==> src/rtl/spi_txn_sequencer.sv <==
`default_nettype none
// ============================================================================
// Module   : spi_txn_sequencer
// Purpose  : Shares one spi_master between two requesters. Grants are
//            round-robin. The owner's multi-byte transaction is fed to
//            spi_master through its en/mosi_data/data_ready handshake.
//            MISO bytes are returned to the owner. A minimum CS-high gap is
//            enforced between transactions.
// Ports    : clk_i, rstn_i          - clock, async active-low reset
//            reqN_i, lenN_i, txdN_i - requester N request level, byte count
//                                     (sampled at grant) and current TX byte
//            gntN_o                 - requester N owns spi_master
//            tx_popN_o              - txdN_i consumed (1-cycle pulse)
//            rx_data_o, rx_validN_o - received byte and its owner strobe
//            doneN_o                - transaction complete (1-cycle pulse)
//            busy_o                 - sequencer not idle
//            spi_en_o, spi_mosi_data_o, spi_miso_data_i, spi_data_ready_i
//                                   - spi_master byte interface
// Revision : 1.0 - initial release
// ============================================================================
module spi_txn_sequencer #(
  parameter int P_LEN_W      = 4,
  parameter int P_GAP_CYCLES = 100
) (
  input  logic               clk_i,
  input  logic               rstn_i,
  input  logic               req0_i,
  input  logic               req1_i,
  input  logic [P_LEN_W-1:0] len0_i,
  input  logic [P_LEN_W-1:0] len1_i,
  input  logic [7:0]         txd0_i,
  input  logic [7:0]         txd1_i,
  output logic               gnt0_o,
  output logic               gnt1_o,
  output logic               tx_pop0_o,
  output logic               tx_pop1_o,
  output logic [7:0]         rx_data_o,
  output logic               rx_valid0_o,
  output logic               rx_valid1_o,
  output logic               done0_o,
  output logic               done1_o,
  output logic               busy_o,
  output logic               spi_en_o,
  output logic [7:0]         spi_mosi_data_o,
  input  logic [7:0]         spi_miso_data_i,
  input  logic               spi_data_ready_i
);

  // Wide enough to hold P_GAP_CYCLES-1, and at least one bit when the gap is 1.
  localparam int c_GAP_W = $clog2(P_GAP_CYCLES + 1);
  localparam logic [c_GAP_W-1:0] c_GAP_LOAD = c_GAP_W'(P_GAP_CYCLES - 1);

  typedef enum logic [1:0] {
    S_IDLE = 2'd0,
    S_XFER = 2'd1,
    S_GAP  = 2'd2
  } state_e;

  state_e               state_q, state_d;
  logic                 pref_q, pref_d;    // requester favoured on a tie
  logic [P_LEN_W-1:0]   cnt_q, cnt_d;      // bytes still to complete
  logic [c_GAP_W-1:0]   gap_q, gap_d;
  logic                 gnt0_q, gnt0_d;
  logic                 gnt1_q, gnt1_d;
  logic                 pop0_q, pop0_d;
  logic                 pop1_q, pop1_d;
  logic [7:0]           rx_data_q, rx_data_d;
  logic                 rxv0_q, rxv0_d;
  logic                 rxv1_q, rxv1_d;
  logic                 done0_q, done0_d;
  logic                 done1_q, done1_d;
  logic                 spi_en_q, spi_en_d;
  logic [7:0]           mosi_q, mosi_d;

  logic                 w_pick;            // 1 selects requester 1 in IDLE
  logic [P_LEN_W-1:0]   w_len_sel;
  logic [7:0]           w_txd_own;

  // Tie goes to pref_q; a lone request wins outright.
  assign w_pick    = (req0_i && req1_i) ? pref_q : req1_i;
  assign w_len_sel = w_pick ? len1_i : len0_i;
  // Owner identity is carried by the grant flops themselves.
  assign w_txd_own = gnt1_q ? txd1_i : txd0_i;

  always_ff @(posedge clk_i or negedge rstn_i) begin
    if (!rstn_i) begin
      state_q   <= S_IDLE;
      pref_q    <= 1'b0;
      cnt_q     <= '0;
      gap_q     <= '0;
      gnt0_q    <= 1'b0;
      gnt1_q    <= 1'b0;
      pop0_q    <= 1'b0;
      pop1_q    <= 1'b0;
      rx_data_q <= 8'h00;
      rxv0_q    <= 1'b0;
      rxv1_q    <= 1'b0;
      done0_q   <= 1'b0;
      done1_q   <= 1'b0;
      spi_en_q  <= 1'b0;
      mosi_q    <= 8'h00;
    end else begin
      state_q   <= state_d;
      pref_q    <= pref_d;
      cnt_q     <= cnt_d;
      gap_q     <= gap_d;
      gnt0_q    <= gnt0_d;
      gnt1_q    <= gnt1_d;
      pop0_q    <= pop0_d;
      pop1_q    <= pop1_d;
      rx_data_q <= rx_data_d;
      rxv0_q    <= rxv0_d;
      rxv1_q    <= rxv1_d;
      done0_q   <= done0_d;
      done1_q   <= done1_d;
      spi_en_q  <= spi_en_d;
      mosi_q    <= mosi_d;
    end
  end

  always_comb begin
    state_d   = state_q;
    pref_d    = pref_q;
    cnt_d     = cnt_q;
    gap_d     = gap_q;
    gnt0_d    = gnt0_q;
    gnt1_d    = gnt1_q;
    rx_data_d = rx_data_q;
    spi_en_d  = spi_en_q;
    mosi_d    = mosi_q;
    // Strobes are single-cycle unless re-asserted below.
    pop0_d    = 1'b0;
    pop1_d    = 1'b0;
    rxv0_d    = 1'b0;
    rxv1_d    = 1'b0;
    done0_d   = 1'b0;
    done1_d   = 1'b0;

    unique case (state_q)
      S_IDLE: begin
        if (req0_i || req1_i) begin
          gnt0_d  = ~w_pick;
          gnt1_d  = w_pick;
          cnt_d   = w_len_sel;
          mosi_d  = w_pick ? txd1_i : txd0_i;
          pref_d  = ~w_pick;
          state_d = S_XFER;
          // A zero-length request consumes no byte.
          if (w_len_sel != '0) begin
            pop0_d = ~w_pick;
            pop1_d = w_pick;
          end
        end
      end

      S_XFER: begin
        if (cnt_q == '0) begin
          // Zero-length transaction: complete without touching the bus
          // and without a CS-high gap.
          done0_d = gnt0_q;
          done1_d = gnt1_q;
          gnt0_d  = 1'b0;
          gnt1_d  = 1'b0;
          state_d = S_IDLE;
        end else if (!spi_en_q) begin
          // First cycle after the grant: first byte is already on mosi.
          spi_en_d = 1'b1;
        end else if (spi_data_ready_i) begin
          rx_data_d = spi_miso_data_i;
          rxv0_d    = gnt0_q;
          rxv1_d    = gnt1_q;
          cnt_d     = cnt_q - P_LEN_W'(1);
          if (cnt_q > P_LEN_W'(1)) begin
            // More bytes: keep CS low and queue the next byte.
            mosi_d = w_txd_own;
            pop0_d = gnt0_q;
            pop1_d = gnt1_q;
          end else begin
            spi_en_d = 1'b0;
            done0_d  = gnt0_q;
            done1_d  = gnt1_q;
            gnt0_d   = 1'b0;
            gnt1_d   = 1'b0;
            gap_d    = c_GAP_LOAD;
            state_d  = S_GAP;
          end
        end
      end

      S_GAP: begin
        if (gap_q == '0) begin
          state_d = S_IDLE;
        end else begin
          gap_d = gap_q - c_GAP_W'(1);
        end
      end

      default: begin
        state_d = S_IDLE;
      end
    endcase
  end

  assign gnt0_o          = gnt0_q;
  assign gnt1_o          = gnt1_q;
  assign tx_pop0_o       = pop0_q;
  assign tx_pop1_o       = pop1_q;
  assign rx_data_o       = rx_data_q;
  assign rx_valid0_o     = rxv0_q;
  assign rx_valid1_o     = rxv1_q;
  assign done0_o         = done0_q;
  assign done1_o         = done1_q;
  assign busy_o          = (state_q != S_IDLE);
  assign spi_en_o        = spi_en_q;
  assign spi_mosi_data_o = mosi_q;

endmodule
`default_nettype wire

==> config.mk <==
export PLATFORM = sky130hd
export DESIGN_NAME = spi_txn_sequencer
export DESIGN_NICKNAME = d
export VERILOG_FILES = /design/src/rtl/spi_txn_sequencer.sv
export SDC_FILE = /design/constraint.sdc
export NUM_CORES = 1
export LEC_CHECK = 0
export BUFFER_PORTS_ARGS = -buffer_cell sky130_fd_sc_hd__clkbuf_2
export CAP_MARGIN = 0
export CORE_MARGIN = 10
export CORE_UTILIZATION = 50
export CTS_CLUSTER_DIAMETER = 200
export DETAILED_ROUTE_END_ITERATION = 6
export GPL_TIMING_DRIVEN = 1
export PLACE_DENSITY_LB_ADDON = 0.1
export SLEW_MARGIN = 15
export SYNTH_ARGS = -nofsm -noshare
export SYNTH_HDL_FRONTEND = slang
export SYNTH_SLANG_ARGS = --single-unit
export TNS_END_PERCENT = 10
==> constraint.sdc <==
create_clock -name clk_i -period 1.96 [get_ports clk_i]
set_input_delay 0.098 -clock clk_i [delete_from_list [all_inputs] [get_ports clk_i]]
set_output_delay 0.098 -clock clk_i [all_outputs]
set_load 0.03 [all_outputs]
; Word-level counts from Yosys, hierarchy flattened
; Cells that the tools add are included.
[totals]
elab_cells = 123
output_inout_bits = 26
input_bits = 37
ff_bits = 39
[op_classes]
eq_ne = 13
add_sub_neg = 2
order_cmp = 1
bitwise = 2
muxes = 73
n_reduce_logical = 17
[ops]
columns = cell, n
row1 = $mux 8, 7
row2 = $mux 1, 42
row3 = $mux 7, 5
row4 = $mux 4, 5
row5 = $ne 2x2->1 const B, 8
row6 = $pmux 8 s2, 1
row7 = $pmux 7 s2, 1
row8 = $mux 2, 6
row9 = $reduce_and 6->1, 2
row10 = $reduce_and 5->1, 2
row11 = $ne 3x3->1 const B, 3
row12 = $pmux 1 s2, 4
row13 = $pmux 4 s2, 1
row14 = $reduce_and 4->1, 2
row15 = $logic_not 7->1, 1
row16 = $sub 7x1->7 const B, 1
row17 = $pmux 2 s3, 1
row18 = $reduce_bool 2->1, 3
row19 = $gt 4x1->1 const B, 1
row20 = $logic_not 4->1, 1
row21 = $reduce_and 2->1, 2
row22 = $reduce_bool 4->1, 1
row23 = $sub 4x1->4 const B, 1
row24 = $eq 2x1->1 const B, 1
row25 = 5 further kinds, 6

; Longest topological paths before layout
; Gate-level depths: netlist (run 1).
[logic_depth]
depth_word = 7
ltp_mapped = 6

; Least setup slack after synthesis (run 1)
; OpenSTA, ideal clock, no wires.
[synth_timing]
path_type = reg2reg
from = reg cnt_q[0]
to = reg gap_q[5]
t_required_ps = 1829
path_buffers = 0
slack_ps = 184
setup_time_ps = 131
stages_incl_launch_ff = 7
arrival_time_ps = 1645
cell_sequence = dfrtp_1 -> inv_1 -> ha_1 -> or3b_1 -> nand2_1 -> nor2_1 -> or3_1
[synth_via]
elab_chain_len = 3
[synth_rtl]
columns = item, line
row1 = "start, declared", 61  ; logic [P_LEN_W-1:0] cnt_q, cnt_d;
row2 = "start signal, assigned", 105  ; cnt_q <= cnt_d;
row3 = $gt 4x1->1 / $logic_not 4->1 (equally long branches), "173, 157"
row4 = $ne 2x2->1 (no source line), --
row5 = $reduce_and 6->1 (no source line) *, --
row6 = "end signal, assigned", 106  ; gap_q <= gap_d;
row7 = "end, declared", 62  ; logic [c_GAP_W-1:0] gap_q, gap_d;
; Mark *: on every way between the ends. The rest lies on a longest branch, timed or not.
; A chain may end at the register's enable or synchronous reset.

; Worst setup path in the final report (run 1)
; Same ends and word-level chain as after synthesis.

==> impl.org, run 1 <==
** STA
- Timing would allow up to about 540 MHz.
- Pins Over Slew Limit :: 0
- Measured slew at the worst slew-check pin :: roughly 0.46 ns
- The count of endpoints failing hold in the final timing report came to 0.
- Setup violations remaining at the end of the flow were counted as 0.
- Measured against its own limit, the worst slew margin works out to roughly 70%.
- The smallest clock period supported by the final layout is computed as 1.84 ns.
- Hold is met by approximately 0.035 ns.
- Final critical-path share of the clock period :: 93.9%
- The clock arrives with 0.00817 ns of skew.
- Unrepaired setup endpoints after global routing :: false

** Detailed routing
- The detailed router placed 1640 vias in this run.
- DRC violation count after routing :: 0
- Detail Route Antenna Nets :: 0
- Violation count after the first detailed-routing iteration :: 24
- For this block, the routed nets add up to about 4.7 mm of wire.
- In the routed layout, each cell is associated on average with a via count of around 5.4.
- Detailed-routing iteration count for the pre-antenna-repair pass :: 4
- Routed len/inst :: 15.7 µm

** Worst setup path
- Setup slack on the worst reg-to-reg path comes out at around 0.12 ns.
- Required time at the worst-slack endpoint :: 2.13 ns
- The worst register-to-register path ends at gap_q[5]$_DFFE_PN0P_.
- Maximum fanout encountered on the critical timing path :: 6
- For the worst setup path, the data arrival time is about 2 ns.
- Startpoint kind of the worst setup timing path :: register
- Measured in cells, the most critical reg-to-reg path has a length of 6.
- The worst setup path is captured at a register.
- The setup path with the least slack is of type reg2reg.
- Source of the worst register-to-register timing path :: cnt_q[0]$_DFFE_PN0P_

** Yosys
- The top cell type by area accounts for 48.1% of the synthesized area.
- Yosys synthesis warning count :: 0
- The share of the Yosys chip area taken by registers is approximately half.
- Post-synthesis cell type count :: 54
- Leading register cell type out of synthesis :: dfrtp_1
- Syn nets :: 220
- Total standard cell area after synthesis :: 2030 µm²
- Counting flops with a built-in enable in the synthesized netlist gives 0.
- Share of flip-flops with an asynchronous set or reset after synthesis :: 100%
- dfrtp_1 takes more of the synthesized area than any other cell.
- Mean instance size in the synthesized netlist :: ~11 µm²
- Largest cells by area after synthesis :: dfrtp_1 (48%), mux2_1 (11%), mux2_2 (3.3%)
- In this run, synthesis produced a sequential element count of 39.
- Post-synthesis instance total :: 178

** Hold path
- Count of cells along the worst hold path :: 2
- Startpoint of the worst hold path :: spi_miso_data_i[6]
- For hold timing, the worst endpoint is rx_data_o[6]$_DFFE_PN0P_.
- Worst hold path class :: in2reg

** Floorplanning
- The core region is between 3000 and 4000 µm².
- Ports :: 63
- After floorplanning, the core was divided into 23 placement rows.
- Initial core utilization :: around half
- Die span in y :: roughly 84 µm
- Die outline area :: between 7000 and 8000 µm²
- In this run the horizontal extent of the chip is around 84 µm.

** Pwr
- PD cells :: roughly 1700 nW/µm²
- Power after layout :: 0.00420 W
- Peak ir drop on the vdd network :: approximately 0.76 mV
- P_int :: roughly 0.0023 W
- The analysis attributes to cell leakage a power of between 1 and 1.5 nW.
- In this run, the clock network consumes a little under an eighth of the power.
- The share of total power dissipated in sequential elements is 34.2%.
- Net switching is ~45% of the power.
- In this run the power spent charging and discharging nets is ~0.0019 W.
- Comb power frac :: 53.8%

** Global route
- Overall fraction of global-route tracks in use :: between 10% and 20%
- Entering global routing, the biggest net connects 16 pins.
- Global routing finished with a remaining overflow of 0.
- The number of antenna violations at the first check in global routing was 0.
- Via count of the first global-routing pass :: about 1700
- Wire length of the first global-routing pass :: slightly above 8 mm

** Placement
- Placer congestion estimate :: just under 0.9
- DPL Wire Length :: 3.93 mm
- Number of buffers inserted by port buffering :: 62

** Clock network
- CTS placed an instance of clkbuf_8 at the clock tree root.
- Clock Sink Count :: 39
- The number of clock buffers added by TritonCTS is 5.
- TritonCTS built the clock tree.
- For the worst-skew pair, the clock arrives at the later sink with an insertion delay of between 0.2 and 0.3 ns.
- Buffers added to address setup during post-CTS repair amount to 0.
- Longest Clk Path Bufs :: 2
- The H-tree was split into 2 levels.
- Clock-pin slew was measured on the worst setup and hold paths at 0.07 ns.

** Final layout
- Total inserted antenna cells :: 0
- The filler cells instantiated in the layout total between 300 and 400.
- Area taken by flip-flops and latches :: just under 1000 µm²
- Cells with a size suffix above 1 make up a little under two fifths of the layout.
- Leaving out fill and tap cells, the most frequent cells in the layout are clkbuf_2 (62), dfrtp_1 (39), mux2_1 (20).
- Area Overhead vs Synth :: 25.2%
- Most common cell after layout, fill and taps aside :: clkbuf_2
- Footprint of the multi-input gates :: approximately 1000 µm²
- Nets :: about 290

** Outcome
- The flow ran to the end, and the final reports show no timing, DRC or antenna violations.

** Flow run
- Across the run, the number of max-cap violations was 0.
## power groups by stage
stage | logic (W) | clock network, W | registers [W]
final | 0.00226 | 0.000504 | 0.00144
after CTS | 0.00228 | 0.000518 | 0.00143
after detailed placement | 0.00226 | 0 | 0.00145
after global routing | 0.00249 | 0.000557 | 0.00149
after floorplan | 0.00119 | 0 | 0.00186
after global placement | 0.00223 | 0 | 0.00143
## layout make-up
| class | count | share of cell area [%] |
|---|---|---|
| tap | 50 | 2.46 |
| timing repair buffer | 71 | 15.0 |
| clock buffer | 7 | 3.00 |
| sequential | 39 | 38.4 |
| multi-input combinational | 126 | 39.8 |
| clock inverter | 1 | 0.197 |
| inverter | 8 | 1.18 |
## worst max-delay path: stages, from the launching register on
cell and delay [ns]:
dfrtp_1 0.41, inv_1 0.11, ha_1 0.18, or3b_1 0.41, nand2_4 0.13, nor2_1 0.10, or3_1 0.38
## timing repair
item	4_1_cts	5_1_grt
gates cloned	0	0
gates resized for setup	2	1
hold buffers	1	0
endpoints found under the setup margin	6	1
hold endpoints to repair	11	0
## state kept, by name, indices dropped and copies added, names as in the netlist, 2 cells and up
name	count
rx_data_o	8
cnt_q	4
spi_mosi_data_o	8
state_q	2
gap_q	7
## synth_stat cells, types with 2 or more instances
| cell type | instances |
|---|---|
| clkbuf_1 | 2 |
| mux2_1 | 20 |
| a31oi_1 | 4 |
| nand2_1 | 10 |
| o22ai_1 | 3 |
| mux2_2 | 6 |
| nor3_1 | 4 |
| xor2_1 | 3 |
| dfrtp_1 | 39 |
| a31o_2 | 3 |
| inv_1 | 8 |
| buf_2 | 2 |
| a21oi_1 | 3 |
| or2_1 | 2 |
| ha_1 | 5 |
| o2bb2ai_1 | 2 |
| nor2_1 | 11 |
| o21ai_0 | 2 |
| and2_1 | 2 |
| o211ai_1 | 4 |
| nor3b_1 | 2 |
| nor4_1 | 4 |
| a21boi_0 | 2 |
| nand3_1 | 2 |
| nand2b_1 | 4 |
## worst max path at each step
stage,start,to,slack [ns],cells past startpoint
after floorplan,cnt_q[0]$_DFFE_PN0P_,gap_q[5]$_DFFE_PN0P_,0.18,6
after global placement,cnt_q[0]$_DFFE_PN0P_,rx_data_o[2]$_DFFE_PN0P_,0.08,6
after detailed placement,cnt_q[0]$_DFFE_PN0P_,rx_data_o[3]$_DFFE_PN0P_,-0.01,6
after CTS,cnt_q[0]$_DFFE_PN0P_,gap_q[5]$_DFFE_PN0P_,0.08,6
after global routing,cnt_q[0]$_DFFE_PN0P_,gap_q[5]$_DFFE_PN0P_,0.02,6
final,cnt_q[0]$_DFFE_PN0P_,gap_q[5]$_DFFE_PN0P_,0.12,6
## layer usage
| metal | global-route usage, % | vias to the layer above | part of all wire (%) |
|---|---|---|---|
| met5 | 0 | - | 0 |
| met4 | 4.41 | 0 | 1.2 |
| met3 | 5.66 | 5 | 7.9 |
| met2 | 19.9 | 62 | 40 |
| met1 | 18.7 | 776 | 51 |
| li1 | - | 797 | - |
## cells by family after synthesis
kind of cell / synth area share, %
adder cells (fa/ha/maj): 3.08
buffers and inverters: 2.71
AND/OR/NAND/NOR: 15.2
multiplexers: 14.4
AO/OA/AOI/OAI: 14.7
XOR/XNOR: 1.73
flip-flops: 48.1
## stage by stage
stage | instances | utilization, % | area [µm²] | setup WS (ns) | TNS (ns)
6_report | 302 | 64.0 | 2540 | 0.120 | 0
3_5_place_dp | 293 | 61.3 | 2440 | -0.0128 | -0.0128
2_1_floorplan | 178 | - | 2030 | 0.184 | 0
4_1_cts | 302 | 63.8 | 2530 | 0.0798 | 0
5_1_grt | 302 | 64.0 | 2540 | 0.0215 | 0
3_3_place_gp | 293 | 61.3 | 2440 | 0.0763 | 0
Power figures use the tool's default switching activity.
==> inputs of run 2 (changes only) <==
Settings changed: CORE_UTILIZATION 50 to 31.
==> run 2 against run 1 <==
Non-clock buffer count increased by 1. Global-route usage is 3.5 points lower. Sequential cell count did not move. Register-to-register slack is essentially flat. Highest routed layer unchanged. Cell count is 9.3% higher. Clock power up 36%. Worst setup slack gained 0.00088 ns.
==> impl.org, run 2 (synthesis results as in run 1) <==
** Final layout
- Total inserted antenna cells :: 0 (unchanged)
- Most common cell after layout, fill and taps aside :: clkbuf_2
- The net count reported at finish came to 294 (+0.34%).
- In the layout the commonest cells are clkbuf_2 (62), dfrtp_1 (39), mux2_1 (20).
- The area growth from synthesis to layout is 28.6%.
- Fraction of final layout cells with drive strength greater than 1 :: 38.3% (+1.0 points)

** Detailed routing
- The ratio of routed vias to standard cells came to 4.96 (-8.7%).
- Total number of vias :: 1636 (-0.24%)
- The antenna violation net count after detailed routing is 0 (unchanged).
- The detailed-route wire length came to 5.16 mm (+8.8%).
- Detailed-routing iteration count for the pre-antenna-repair pass :: 4 (unchanged)
- The routed wire length per instance is 15.6 µm (-0.39%).
- The remaining routing DRC violations came to 0 (unchanged).
- Violation count after the first detailed-routing iteration :: 100 (+320%)

** Worst setup path
- Type of the worst setup path :: reg2reg
- Buffers plus inverters on the worst setup path :: 1 (unchanged)
- Data arrival time of the critical path :: 2.01 ns (about the same)
- Grouping stages by cell kind, the critical path spends the most delay in simple AND/OR/NAND/NOR gates.
- The endpoint required time on the critical path is 2.14 ns (about the same).
- Element type at the critical path end :: register
- Maximum fanout encountered on the critical timing path :: 5 (-1)
- The stage delay of the slowest cell on the critical path is 0.41 ns (about the same).
- Cell with the biggest individual delay on the critical path :: dfrtp_1
- Startpoint kind of the worst setup timing path :: register
- Walking the worst path, the cells encountered are inv_1 > ha_1 > or3b_1 > nand2_2 > nor2_1 > or3_1.

** STA
- Setup slack after layout :: 0.121 ns (+0.000885 ns)
- Number of endpoints with negative hold slack in the final report :: 0 (unchanged)
- The part of the cycle the worst path needs came to 93.8% (about the same).
- Setup TNS :: 0 ns (unchanged)
- Clock skew after layout :: 0.0112 ns (+0.00304 ns)
- Unrepaired setup endpoints after global routing :: false
- Final number of setup-violating endpoints :: 0 (unchanged)
- The worst slew margin relative to its limit was 65.0% (-4.4 points).
- The maximum achievable frequency came to 544 MHz (about the same).
- Measured slew at the worst slew-check pin :: 0.525 ns (+0.0675 ns)
- The minimum period implied by the final worst setup slack came to 1.84 ns (-0.000885 ns).
- Pins Over Slew Limit :: 0 (unchanged)

** Global route
- Wire length of the first global-routing pass :: 8.76 mm (+7.3%)
- The remaining global-route overflow was 0 (unchanged).
- The number of antenna violations at the first check in global routing was 0 (unchanged).
- Via count of the first global-routing pass :: 1738 (+3.5%)
- The global router's overall resource usage came to 10.5% (-3.5 points).
- The maximum number of pins on one net before global-route repair was 40 (+24).

** Clock network
- Clock slew at reported path FFs :: 0.09 ns (+0.02 ns)
- # H-tree levels :: 2 (unchanged)
- The number of buffers added by the clock tree synthesis step is 5 (unchanged).
- The number of clock sinks seen by CTS is 39 (unchanged).
- Number of buffers added for setup after CTS :: 0 (unchanged)
- CTS placed an instance of clkbuf_8 at the clock tree root.
- Clock tree from TritonCTS :: built
- Clock latency reported for the late side of the worst-skew pair :: 0.29 ns (about the same)
- Longest Clk Path Bufs :: 2 (unchanged)

** Floorplanning
- Initial core utilization :: 31.9% (-19 points)
- Number of standard-cell rows in the floorplan :: 29 (+26%)
- Width of the die :: 101 µm (+21%)
- The placeable core region is 6350 µm² (+60%).
- The die height was 101 µm (+21%).
- Die outline area :: 10200 µm² (+45%)
- The number of placed I/O pins was 63 (unchanged).

** Pwr
- The power density over the cells is 1690 nW/µm² (+2.2%).
- Power after layout :: 0.00441 W (+4.9%)
- The peak ir drop on the vdd network is 0.636 mV (-16%).
- P_leak :: 1.23 nW (+1.7%)

** Hold path
- The min-delay analysis places its worst path in the category in2reg.

** Flow run
- The number of max-cap violations was 0 (unchanged).

** Placement
- The estimated wirelength of the detail-placed design is 4.06 mm (+3.5%).
- Setup slack after placement :: 0.0788 ns (+0.0916 ns)
- Placer congestion estimate :: 0.840 (-5.0%)
- Number of buffers inserted by port buffering :: 62 (unchanged)

** Outcome
- The run finished with clean final reports.
run 2: changes by cell type in the layout (fill, tap and decap cells not counted):
cell / previous run / this run
buf_4: 8 / 9
clkbuf_1: 2 / 0
clkinv_4: 0 / 1
bufinv_16: 0 / 1
nand2_4: 2 / 1
nand2_2: 0 / 1
run 2: what timing repair did:
action,CTS,global route
hold buffers,1,0
endpoints found under the setup margin,0,8
hold endpoints to repair,39,0
resized for setup,0,2
run 2: per-layer routing:
metal | global-route usage (%) | routed length (µm) | vias to the layer above
met5 | 0 | 0 | -
met4 | 2.50 | 37 | 0
met3 | 4.05 | 515 | 4
met2 | 15.5 | 2140 | 61
met1 | 14.0 | 2460 | 774
li1 | - | - | 797
run 2: area by class of cell:
cell class	instances	area, µm²
Clock inverter	3	43.8
Tap cell	77	96.3
Inverter	8	30.0
Sequential cell	39	976
Clock buffer	5	68.8
Multi-Input combinational cell	126	1000
Timing Repair Buffer	72	388
Fill cell	643	3740
run 2: worst register-to-register path: cells and delay by family, from the launching register on:
family,cells,cell delay (ns)
flip-flops,1,0.41
buffers and inverters,1,0.11
adder cells (fa/ha/maj),1,0.18
AND/OR/NAND/NOR,4,1.03
run 2: path summary, 6_finish.rpt:
check | from | end | slack, ns | cells after the start
worst max-delay path | cnt_q[0]$_DFFE_PN0P_ | gap_q[5]$_DFFE_PN0P_ | 0.12 | 6
worst min-delay path | spi_miso_data_i[1] | rx_data_o[1]$_DFFE_PN0P_ | 0.02 | 2
worst max register to register | cnt_q[0]$_DFFE_PN0P_ | gap_q[5]$_DFFE_PN0P_ | 0.12 | 6
worst min register to register | spi_mosi_data_o[3]$_DFFE_PN0P_ | spi_mosi_data_o[3]$_DFFE_PN0P_ | 0.49 | 1
max in group asynchronous | rstn_i | spi_mosi_data_o[2]$_DFFE_PN0P_ | 1.19 | 3
min in group asynchronous | rstn_i | gap_q[1]$_DFFE_PN0P_ | 0.39 | 3
run 2: through the flow:
step           cell area, µm²  hold slack [ns]  util [%]  cells
3_5_place_dp             2480            0.200      39.0    321
6_report                 2610           0.0157      41.1    330
4_1_cts                  2600          0.00742      40.9    330
5_1_grt                  2610          0.00960      41.1    330
3_3_place_gp             2480            0.200      39.0    321
2_1_floorplan            2030           -0.198         -    178
run 2: where the power goes:
group          internal, W  total, W  switching [W]
clock             0.000379  0.000687       0.000307
combinational     0.000911   0.00230        0.00139
sequential         0.00117   0.00142       0.000258
total              0.00246   0.00441        0.00195
